## config.mk

```make
export PLATFORM = sky130hd
export DESIGN_NAME = tl_arbiter_flat
export DESIGN_NICKNAME = d
export VERILOG_FILES = /design/src/rtl/tl_arbiter_if.sv /design/src/rtl/tl_arbiter.sv /design/src/flat_wrapper.sv
export SDC_FILE = /design/constraint.sdc
export NUM_CORES = 1
export LEC_CHECK = 0
export BUFFER_PORTS_ARGS = -buffer_cell sky130_fd_sc_hd__buf_2
export CAP_MARGIN = 20
export CELL_PAD_IN_SITES_DETAIL_PLACEMENT = 1
export CELL_PAD_IN_SITES_GLOBAL_PLACEMENT = 2
export CORE_AREA = 4 4 233 235
export DETAILED_ROUTE_END_ITERATION = 16
export DIE_AREA = 0 0 237 239
export GPL_ROUTABILITY_DRIVEN = 0
export PLACE_DENSITY_LB_ADDON = 0.25
export SYNTH_ARGS = -nofsm -noshare
export SYNTH_HDL_FRONTEND = slang
export SYNTH_SLANG_ARGS = --single-unit
```

## constraint.sdc

```tcl
create_clock -name clk -period 1.2 [get_ports clk]
set_input_delay 0.12 -clock clk [delete_from_list [all_inputs] [get_ports clk]]
set_output_delay 0.12 -clock clk [all_outputs]
set_load 0.01 [all_outputs]
```

## src/rtl/tl_arbiter_if.sv

```systemverilog
// TileLink-UL channel bundle (A request, D response) shared by arbiter ports.
// Latency: none, wires only.
// Backpressure: valid/ready on both channels; master drives A, slave drives D.
interface tilelink;
    logic        a_valid;
    logic        a_ready;
    logic [2:0]  a_opcode;
    logic [2:0]  a_param;
    logic [2:0]  a_size;
    logic [3:0]  a_source;
    logic [31:0] a_address;
    logic [7:0]  a_mask;
    logic [63:0] a_data;
    logic        a_corrupt;

    logic        d_valid;
    logic        d_ready;
    logic [2:0]  d_opcode;
    logic [1:0]  d_param;
    logic [2:0]  d_size;
    logic [3:0]  d_source;
    logic        d_sink;
    logic        d_denied;
    logic [63:0] d_data;
    logic        d_corrupt;

    modport master (
        output a_valid, a_opcode, a_param, a_size, a_source, a_address, a_mask, a_data, a_corrupt,
        input  a_ready,
        input  d_valid, d_opcode, d_param, d_size, d_source, d_sink, d_denied, d_data, d_corrupt,
        output d_ready
    );

    modport slave (
        input  a_valid, a_opcode, a_param, a_size, a_source, a_address, a_mask, a_data, a_corrupt,
        output a_ready,
        output d_valid, d_opcode, d_param, d_size, d_source, d_sink, d_denied, d_data, d_corrupt,
        input  d_ready
    );
endinterface

```

## src/rtl/tl_arbiter.sv

```systemverilog
// Two-to-one TL-UL arbiter, one outstanding single-beat transaction, round-robin on ties.
// Latency: request seen in IDLE reaches s.a one cycle later; D channel is a combinational pass-through.
// Backpressure: s.a_ready/m.d_ready pass straight through to the granted side; optional D watchdog via TL_ARB_TIMEOUT_EN.
module tl_arbiter #(
    parameter int TIMEOUT_CYCLES = 1024
) (
    input  logic    clk,
    input  logic    rst,
    tilelink.slave  m0,
    tilelink.slave  m1,
    tilelink.master s
);

`ifdef TL_ARB_TIMEOUT_EN
    typedef enum logic [1:0] {IDLE, AREQ, DRESP, DERR} state_t;
`else
    typedef enum logic [1:0] {IDLE, AREQ, DRESP} state_t;
`endif

    state_t      state, state_nxt;
    logic        grant, grant_nxt;
    logic        rr_prio, rr_prio_nxt;
    logic [2:0]  lat_opcode, lat_size;
    logic [3:0]  lat_source;

    logic        req_valid, req_corrupt;
    logic [2:0]  req_opcode, req_param, req_size;
    logic [3:0]  req_source;
    logic [31:0] req_address;
    logic [7:0]  req_mask;
    logic [63:0] req_data;

    logic        rsp_valid, rsp_ready, rsp_sink, rsp_denied, rsp_corrupt;
    logic [2:0]  rsp_opcode, rsp_size;
    logic [1:0]  rsp_param;
    logic [3:0]  rsp_source;
    logic [63:0] rsp_data;

    logic        sel_d_ready;
    logic        a_fire, d_fire;

    // Granted master's A channel, forced to zero whenever not in AREQ
    always_comb begin
        req_valid   = 1'b0;
        req_opcode  = '0;
        req_param   = '0;
        req_size    = '0;
        req_source  = '0;
        req_address = '0;
        req_mask    = '0;
        req_data    = '0;
        req_corrupt = 1'b0;
        if (state == AREQ) begin
            req_valid   = grant ? m1.a_valid   : m0.a_valid;
            req_opcode  = grant ? m1.a_opcode  : m0.a_opcode;
            req_param   = grant ? m1.a_param   : m0.a_param;
            req_size    = grant ? m1.a_size    : m0.a_size;
            req_source  = grant ? m1.a_source  : m0.a_source;
            req_address = grant ? m1.a_address : m0.a_address;
            req_mask    = grant ? m1.a_mask    : m0.a_mask;
            req_data    = grant ? m1.a_data    : m0.a_data;
            req_corrupt = grant ? m1.a_corrupt : m0.a_corrupt;
        end
    end

    assign s.a_valid   = req_valid;
    assign s.a_opcode  = req_opcode;
    assign s.a_param   = req_param;
    assign s.a_size    = req_size;
    assign s.a_source  = req_source;
    assign s.a_address = req_address;
    assign s.a_mask    = req_mask;
    assign s.a_data    = req_data;
    assign s.a_corrupt = req_corrupt;

    assign m0.a_ready  = (state == AREQ) && !grant && s.a_ready;
    assign m1.a_ready  = (state == AREQ) &&  grant && s.a_ready;
    assign a_fire      = req_valid && s.a_ready;
    assign sel_d_ready = grant ? m1.d_ready : m0.d_ready;

    // D channel toward the masters: slave pass-through in DRESP, synthesized error in DERR
    always_comb begin
        rsp_valid   = 1'b0;
        rsp_ready   = 1'b0;
        rsp_opcode  = '0;
        rsp_param   = '0;
        rsp_size    = '0;
        rsp_source  = '0;
        rsp_sink    = 1'b0;
        rsp_denied  = 1'b0;
        rsp_data    = '0;
        rsp_corrupt = 1'b0;
        case (state)
            DRESP: begin
                rsp_valid   = s.d_valid;
                rsp_ready   = sel_d_ready;
                rsp_opcode  = s.d_opcode;
                rsp_param   = s.d_param;
                rsp_size    = s.d_size;
                rsp_source  = s.d_source;
                rsp_sink    = s.d_sink;
                rsp_denied  = s.d_denied;
                rsp_data    = s.d_data;
                rsp_corrupt = s.d_corrupt;
            end
`ifdef TL_ARB_TIMEOUT_EN
            DERR: begin
                // Get expects AccessAckData; every other opcode gets a plain AccessAck
                rsp_valid  = 1'b1;
                rsp_denied = 1'b1;
                rsp_source = lat_source;
                rsp_size   = lat_size;
                rsp_opcode = (lat_opcode == 3'd4) ? 3'd1 : 3'd0;
            end
`endif
            default: ;
        endcase
    end

    assign s.d_ready   = rsp_ready;
    assign d_fire      = s.d_valid && rsp_ready;

    assign m0.d_valid  = rsp_valid && !grant;
    assign m1.d_valid  = rsp_valid &&  grant;
    assign m0.d_opcode = rsp_opcode;
    assign m1.d_opcode = rsp_opcode;
    assign m0.d_param  = rsp_param;
    assign m1.d_param  = rsp_param;
    assign m0.d_size   = rsp_size;
    assign m1.d_size   = rsp_size;
    assign m0.d_source = rsp_source;
    assign m1.d_source = rsp_source;
    assign m0.d_sink   = rsp_sink;
    assign m1.d_sink   = rsp_sink;
    assign m0.d_denied = rsp_denied;
    assign m1.d_denied = rsp_denied;
    assign m0.d_data   = rsp_data;
    assign m1.d_data   = rsp_data;
    assign m0.d_corrupt = rsp_corrupt;
    assign m1.d_corrupt = rsp_corrupt;

`ifdef TL_ARB_TIMEOUT_EN
    localparam int WD_W = (TIMEOUT_CYCLES > 2) ? $clog2(TIMEOUT_CYCLES) : 2;
    logic [WD_W-1:0] wd_cnt;
    logic            wd_expire;

    // Expire in the cycle the count would step to TIMEOUT_CYCLES-1
    assign wd_expire = !s.d_valid && (wd_cnt == WD_W'(TIMEOUT_CYCLES - 2));

    // Watchdog: idle at zero outside DRESP, counts DRESP cycles with no slave response
    always_ff @(posedge clk or posedge rst) begin
        if (rst)
            wd_cnt <= '0;
        else if (state != DRESP)
            wd_cnt <= '0;
        else if (!s.d_valid)
            wd_cnt <= wd_cnt + WD_W'(1);
    end
`else
    logic unused_cfg;
    assign unused_cfg = ^{lat_opcode, lat_size, lat_source, (TIMEOUT_CYCLES > 0)};
`endif

    // Next-state, grant selection and round-robin update
    always_comb begin
        state_nxt   = state;
        grant_nxt   = grant;
        rr_prio_nxt = rr_prio;
        case (state)
            IDLE: begin
                if (m0.a_valid && m1.a_valid) begin
                    grant_nxt = rr_prio;
                    state_nxt = AREQ;
                end else if (m0.a_valid) begin
                    grant_nxt = 1'b0;
                    state_nxt = AREQ;
                end else if (m1.a_valid) begin
                    grant_nxt = 1'b1;
                    state_nxt = AREQ;
                end
            end
            AREQ: begin
                if (a_fire)
                    state_nxt = DRESP;
            end
            DRESP: begin
                if (d_fire) begin
                    state_nxt   = IDLE;
                    rr_prio_nxt = ~grant;
                end
`ifdef TL_ARB_TIMEOUT_EN
                else if (wd_expire)
                    state_nxt = DERR;
`endif
            end
`ifdef TL_ARB_TIMEOUT_EN
            DERR: begin
                if (sel_d_ready) begin
                    state_nxt   = IDLE;
                    rr_prio_nxt = ~grant;
                end
            end
`endif
            default: state_nxt = IDLE;
        endcase
    end

    // State, grant and request-field capture; reset abandons any transaction in flight
    always_ff @(posedge clk or posedge rst) begin
        if (rst) begin
            state      <= IDLE;
            grant      <= 1'b0;
            rr_prio    <= 1'b0;
            lat_opcode <= '0;
            lat_size   <= '0;
            lat_source <= '0;
        end else begin
            state   <= state_nxt;
            grant   <= grant_nxt;
            rr_prio <= rr_prio_nxt;
            if (a_fire) begin
                lat_opcode <= req_opcode;
                lat_size   <= req_size;
                lat_source <= req_source;
            end
        end
    end

endmodule
```

## src/flat_wrapper.sv

```systemverilog
// flat-port wrapper written by rule: the top's interface ports become plain ports
module tl_arbiter_flat 
#(
    parameter int TIMEOUT_CYCLES = 1024
)
  (clk, rst, m0_a_valid, m0_a_opcode, m0_a_param, m0_a_size, m0_a_source, m0_a_address, m0_a_mask, m0_a_data, m0_a_corrupt, m0_a_ready, m0_d_valid, m0_d_opcode, m0_d_param, m0_d_size, m0_d_source, m0_d_sink, m0_d_denied, m0_d_data, m0_d_corrupt, m0_d_ready, m1_a_valid, m1_a_opcode, m1_a_param, m1_a_size, m1_a_source, m1_a_address, m1_a_mask, m1_a_data, m1_a_corrupt, m1_a_ready, m1_d_valid, m1_d_opcode, m1_d_param, m1_d_size, m1_d_source, m1_d_sink, m1_d_denied, m1_d_data, m1_d_corrupt, m1_d_ready, s_a_valid, s_a_opcode, s_a_param, s_a_size, s_a_source, s_a_address, s_a_mask, s_a_data, s_a_corrupt, s_a_ready, s_d_valid, s_d_opcode, s_d_param, s_d_size, s_d_source, s_d_sink, s_d_denied, s_d_data, s_d_corrupt, s_d_ready);
  tilelink m0_i ();
  tilelink m1_i ();
  tilelink s_i ();
  input  logic clk;
  input  logic rst;
  input wire logic [$bits(m0_i.a_valid)-1:0] m0_a_valid;
  input wire logic [$bits(m0_i.a_opcode)-1:0] m0_a_opcode;
  input wire logic [$bits(m0_i.a_param)-1:0] m0_a_param;
  input wire logic [$bits(m0_i.a_size)-1:0] m0_a_size;
  input wire logic [$bits(m0_i.a_source)-1:0] m0_a_source;
  input wire logic [$bits(m0_i.a_address)-1:0] m0_a_address;
  input wire logic [$bits(m0_i.a_mask)-1:0] m0_a_mask;
  input wire logic [$bits(m0_i.a_data)-1:0] m0_a_data;
  input wire logic [$bits(m0_i.a_corrupt)-1:0] m0_a_corrupt;
  output wire logic [$bits(m0_i.a_ready)-1:0] m0_a_ready;
  output wire logic [$bits(m0_i.d_valid)-1:0] m0_d_valid;
  output wire logic [$bits(m0_i.d_opcode)-1:0] m0_d_opcode;
  output wire logic [$bits(m0_i.d_param)-1:0] m0_d_param;
  output wire logic [$bits(m0_i.d_size)-1:0] m0_d_size;
  output wire logic [$bits(m0_i.d_source)-1:0] m0_d_source;
  output wire logic [$bits(m0_i.d_sink)-1:0] m0_d_sink;
  output wire logic [$bits(m0_i.d_denied)-1:0] m0_d_denied;
  output wire logic [$bits(m0_i.d_data)-1:0] m0_d_data;
  output wire logic [$bits(m0_i.d_corrupt)-1:0] m0_d_corrupt;
  input wire logic [$bits(m0_i.d_ready)-1:0] m0_d_ready;
  input wire logic [$bits(m1_i.a_valid)-1:0] m1_a_valid;
  input wire logic [$bits(m1_i.a_opcode)-1:0] m1_a_opcode;
  input wire logic [$bits(m1_i.a_param)-1:0] m1_a_param;
  input wire logic [$bits(m1_i.a_size)-1:0] m1_a_size;
  input wire logic [$bits(m1_i.a_source)-1:0] m1_a_source;
  input wire logic [$bits(m1_i.a_address)-1:0] m1_a_address;
  input wire logic [$bits(m1_i.a_mask)-1:0] m1_a_mask;
  input wire logic [$bits(m1_i.a_data)-1:0] m1_a_data;
  input wire logic [$bits(m1_i.a_corrupt)-1:0] m1_a_corrupt;
  output wire logic [$bits(m1_i.a_ready)-1:0] m1_a_ready;
  output wire logic [$bits(m1_i.d_valid)-1:0] m1_d_valid;
  output wire logic [$bits(m1_i.d_opcode)-1:0] m1_d_opcode;
  output wire logic [$bits(m1_i.d_param)-1:0] m1_d_param;
  output wire logic [$bits(m1_i.d_size)-1:0] m1_d_size;
  output wire logic [$bits(m1_i.d_source)-1:0] m1_d_source;
  output wire logic [$bits(m1_i.d_sink)-1:0] m1_d_sink;
  output wire logic [$bits(m1_i.d_denied)-1:0] m1_d_denied;
  output wire logic [$bits(m1_i.d_data)-1:0] m1_d_data;
  output wire logic [$bits(m1_i.d_corrupt)-1:0] m1_d_corrupt;
  input wire logic [$bits(m1_i.d_ready)-1:0] m1_d_ready;
  output wire logic [$bits(s_i.a_valid)-1:0] s_a_valid;
  output wire logic [$bits(s_i.a_opcode)-1:0] s_a_opcode;
  output wire logic [$bits(s_i.a_param)-1:0] s_a_param;
  output wire logic [$bits(s_i.a_size)-1:0] s_a_size;
  output wire logic [$bits(s_i.a_source)-1:0] s_a_source;
  output wire logic [$bits(s_i.a_address)-1:0] s_a_address;
  output wire logic [$bits(s_i.a_mask)-1:0] s_a_mask;
  output wire logic [$bits(s_i.a_data)-1:0] s_a_data;
  output wire logic [$bits(s_i.a_corrupt)-1:0] s_a_corrupt;
  input wire logic [$bits(s_i.a_ready)-1:0] s_a_ready;
  input wire logic [$bits(s_i.d_valid)-1:0] s_d_valid;
  input wire logic [$bits(s_i.d_opcode)-1:0] s_d_opcode;
  input wire logic [$bits(s_i.d_param)-1:0] s_d_param;
  input wire logic [$bits(s_i.d_size)-1:0] s_d_size;
  input wire logic [$bits(s_i.d_source)-1:0] s_d_source;
  input wire logic [$bits(s_i.d_sink)-1:0] s_d_sink;
  input wire logic [$bits(s_i.d_denied)-1:0] s_d_denied;
  input wire logic [$bits(s_i.d_data)-1:0] s_d_data;
  input wire logic [$bits(s_i.d_corrupt)-1:0] s_d_corrupt;
  output wire logic [$bits(s_i.d_ready)-1:0] s_d_ready;
  assign m0_i.a_valid = m0_a_valid;
  assign m0_i.a_opcode = m0_a_opcode;
  assign m0_i.a_param = m0_a_param;
  assign m0_i.a_size = m0_a_size;
  assign m0_i.a_source = m0_a_source;
  assign m0_i.a_address = m0_a_address;
  assign m0_i.a_mask = m0_a_mask;
  assign m0_i.a_data = m0_a_data;
  assign m0_i.a_corrupt = m0_a_corrupt;
  assign m0_a_ready = m0_i.a_ready;
  assign m0_d_valid = m0_i.d_valid;
  assign m0_d_opcode = m0_i.d_opcode;
  assign m0_d_param = m0_i.d_param;
  assign m0_d_size = m0_i.d_size;
  assign m0_d_source = m0_i.d_source;
  assign m0_d_sink = m0_i.d_sink;
  assign m0_d_denied = m0_i.d_denied;
  assign m0_d_data = m0_i.d_data;
  assign m0_d_corrupt = m0_i.d_corrupt;
  assign m0_i.d_ready = m0_d_ready;
  assign m1_i.a_valid = m1_a_valid;
  assign m1_i.a_opcode = m1_a_opcode;
  assign m1_i.a_param = m1_a_param;
  assign m1_i.a_size = m1_a_size;
  assign m1_i.a_source = m1_a_source;
  assign m1_i.a_address = m1_a_address;
  assign m1_i.a_mask = m1_a_mask;
  assign m1_i.a_data = m1_a_data;
  assign m1_i.a_corrupt = m1_a_corrupt;
  assign m1_a_ready = m1_i.a_ready;
  assign m1_d_valid = m1_i.d_valid;
  assign m1_d_opcode = m1_i.d_opcode;
  assign m1_d_param = m1_i.d_param;
  assign m1_d_size = m1_i.d_size;
  assign m1_d_source = m1_i.d_source;
  assign m1_d_sink = m1_i.d_sink;
  assign m1_d_denied = m1_i.d_denied;
  assign m1_d_data = m1_i.d_data;
  assign m1_d_corrupt = m1_i.d_corrupt;
  assign m1_i.d_ready = m1_d_ready;
  assign s_a_valid = s_i.a_valid;
  assign s_a_opcode = s_i.a_opcode;
  assign s_a_param = s_i.a_param;
  assign s_a_size = s_i.a_size;
  assign s_a_source = s_i.a_source;
  assign s_a_address = s_i.a_address;
  assign s_a_mask = s_i.a_mask;
  assign s_a_data = s_i.a_data;
  assign s_a_corrupt = s_i.a_corrupt;
  assign s_i.a_ready = s_a_ready;
  assign s_i.d_valid = s_d_valid;
  assign s_i.d_opcode = s_d_opcode;
  assign s_i.d_param = s_d_param;
  assign s_i.d_size = s_d_size;
  assign s_i.d_source = s_d_source;
  assign s_i.d_sink = s_d_sink;
  assign s_i.d_denied = s_d_denied;
  assign s_i.d_data = s_d_data;
  assign s_i.d_corrupt = s_d_corrupt;
  assign s_d_ready = s_i.d_ready;
  tl_arbiter #(.TIMEOUT_CYCLES(TIMEOUT_CYCLES)) u_core (.clk(clk), .rst(rst), .m0(m0_i), .m1(m1_i), .s(s_i));
endmodule
```

==> out/metrics.cfg <==
[synthesis]
yosysTopAreaCell = a22o_1
yosys_most_used_dff = dfrtp_1
ys_seq_area_share_pct = 3.721
syn_avg_cell_area_um2 = 7.820
synthTopCellsByCount = a22o_1, buf_4, and2_1, buf_6, clkbuf_1
synthCells = 344
synth_fp_nets = 667
synth_cell_types = 23
ys_warn_count = 0
ys_async_sr_fraction_pct = 100.0
ys_ff_latch = 4
yosysTopAreaCellShare_pct = 38.42
synth_most_common_cell = a22o_1
synth_area_leaders = a22o_1, buf_4, and2_1, buf_6, dfrtp_1
netlist_area_mm2 = 0.002690
synth_edf_count = 0

[power_and_ir_drop]
p_int_w = 0.007229
peakVddDrop_mv = 0.6726
combPwrFrac_pct = 94.2
seq_power_share_pct = 1.9
p_sw_w = 0.006662
power.density_mw_per_mm2 = 2003
total_power_w = 0.01389
p_sw_share_pct = 47.96
clockPowerShare_pct = 3.9
leakagePower_nw = 4.024

[grt]
antenna_found_initial = 4
grt_max_degree = 32
track_usage_pct = 8.093
grt_pass1_wl_um = 34290
grt_pass1_vias = 4991
grt_remaining_overflow = 0

[placed_design]
placed_area_mm2 = 0.006217
dpl.hpwl_um = 22930
dp_slack_ns = -0.3524
port_buffers = 604

[critical_path]
cp_num_buf_inv = 4
slowest_delay_ns = 0.41
cp-end-kind = output pin
crit_family = buffers and inverters
cp-start-kind = flop
critPathKind = flop to output pin
critPathMaxFanout = 8
critical_path_arrival_ns = 1.62
crit_path_cell_trace = buf_4, nor2b_4, buf_8, clkbuf_16, and2_4, buf_6
cp.required_ns = 1.08
slowest_stage = dfrtp_1

[run_status]
violations = setup timing
status = finished, violations left

[floorplan]
coreArea_mm2 = 0.05224
start_util_pct = 5.150
io_pins = 605
die_x_um = 237
rows = 84
dieArea_mm2 = 0.05664
die_h_um = 239

[sta]
setup_ws_ns = -0.5417
relSlewSlack_pct = 80.03
finalMaxSlewViolations = 0
holdWs_ns = 0.1841
finalClockSkew_ns = 0.0003724
fin_crit_ns = 1.742
tightest_slew_ns = 0.2981
post-route-period-util_pct = 145.1
rsz0062_at_grt = true
hold_viol_final = 0
setup_viol = 286
fmax_ghz = 0.5742

[clocking]
cts_made_buffers = 3
cts_max_level = 1
cts_buffer_depth = 2
clock_sinks = 4
root_buffer = clkbuf_16
clk_pin_slew_ns = 0.03
cts_tree = built
clk_latency_ns = 0.23

[flow_run]
drv_cap = 0

[route]
vias_per_cell = 3.058
finalWirelength_um = 26530
drtIter0Drc = 106
drc_errors = 0
wl_per_cell_um = 16.96
drt_first_pass_iters = 4
vias = 4783
ant_nets = 0

[cells_and_area]
final_core_util_pct = 13.28
design_area_mm2 = 0.006937
nets = 1200
drive_gt1_share_pct = 84.23
syn_to_final_growth_pct = 157.9

[min_path]
hold_path_class = input port to flop

[power by group through the flow]
stage	sequential (W)	clock (W)	combinational, W
2_1_floorplan	0.000236	0	0.00743
4_1_cts	0.000256	0.000547	0.0127
3_5_place_dp	0.000255	0	0.0117
3_3_place_gp	0.000249	0	0.0119
5_1_grt	0.000269	0.000562	0.0141
6_report	0.000260	0.000544	0.0131
[sequential cells by signal, summed over array words and instances, names as in the netlist]
signal / cells
u_core.grant: 1
u_core.rr_prio: 1
u_core.state: 2
[metal layers]
metal | track usage (%) | vias up | share of wire [%]
met5 | 0 | - | 0.049
met4 | 1.221 | 2 | 1.1
met3 | 2.688 | 18 | 9.6
met2 | 16.49 | 346 | 57
met1 | 8.011 | 2183 | 33
li1 | - | 2234 | -
[logic make-up (layout without fill, tap and decap cells)]
kind of cell,count (synthesis),count (layout),synth area share [%]
other,0,1,0
and+or+nand+nor,95,95,22.14
DFF,4,4,3.721
muxes,2,2,0.8371
buffers and inverters,117,648,33.07
AOI/OAI and AO/OA,126,126,40.23
[placed cells by master (no fill, tap or decap)]
master	instances
buf_2	538
a22o_1	117
and2_4	79
buf_6	43
buf_4	41
clkbuf_16	7
buf_12	7
buf_16	5
nor2_4	4
buf_8	4
a21oi_1	3
and2_1	3
dfrtp_1	3
nand2_1	2
a31oi_1	2
nor2b_4	2
diode_2	1
nor2_1	1
mux2_4	1
nor3_1	1
a311oi_1	1
nand2b_4	1
mux2_2	1
nand2b_1	1
a21o_1	1
inv_2	1
a22o_4	1
nand2_8	1
inv_1	1
o21ai_0	1
dlygate4sd3_1	1
dfrtp_2	1
[per-stage QoR]
stage | cells | setup TNS [ns]
2_1_floorplan | 344 | -8.837
3_3_place_gp | 1548 | -74.90
3_5_place_dp | 1548 | -76.77
4_1_cts | 1557 | -136.39
5_1_grt | 1564 | -152.93
6_report | 1564 | -133.38
[final timing paths]
kind	startpoint	endpoint	slack (ns)	cells after the start
max in group asynchronous	rst	u_core.grant	0.62	3
min	m0_a_valid	u_core.grant	0.18	2
min reg2reg	u_core.rr_prio	u_core.rr_prio	0.55	2
max	u_core.state[0]	m1_d_data[15]	-0.54	6
max reg2reg	u_core.state[0]	u_core.rr_prio	-0.25	7
min in group asynchronous	rst	u_core.rr_prio	0.37	3
[layout make-up]
type | instances | area (µm²)
diodes | 1 | 2.502
well taps | 688 | 860.8
flip-flops and latches | 4 | 101.3
clock buffers | 3 | 75.07
repair buffers | 643 | 3933
fillers | 6384 | 45300
inverters | 2 | 7.507
multi-input cells | 223 | 1957
[timing repair]
item,4_1_cts,5_1_grt
buffers inserted,3,1
resized for setup,53,55
hold endpoints to repair,4,0
setup endpoints to repair,285,286
gates cloned,2,5
pin swaps,9,5
hold buffers,1,0
[worst reg2reg max path, delay by kind of cell (launching register included)]
kind	cells	cell delay (ns)
buffers and inverters	4	0.60
DFF	1	0.41
AOI/OAI and AO/OA	2	0.19
and+or+nand+nor	1	0.17
Power figures use the tool's default switching activity.
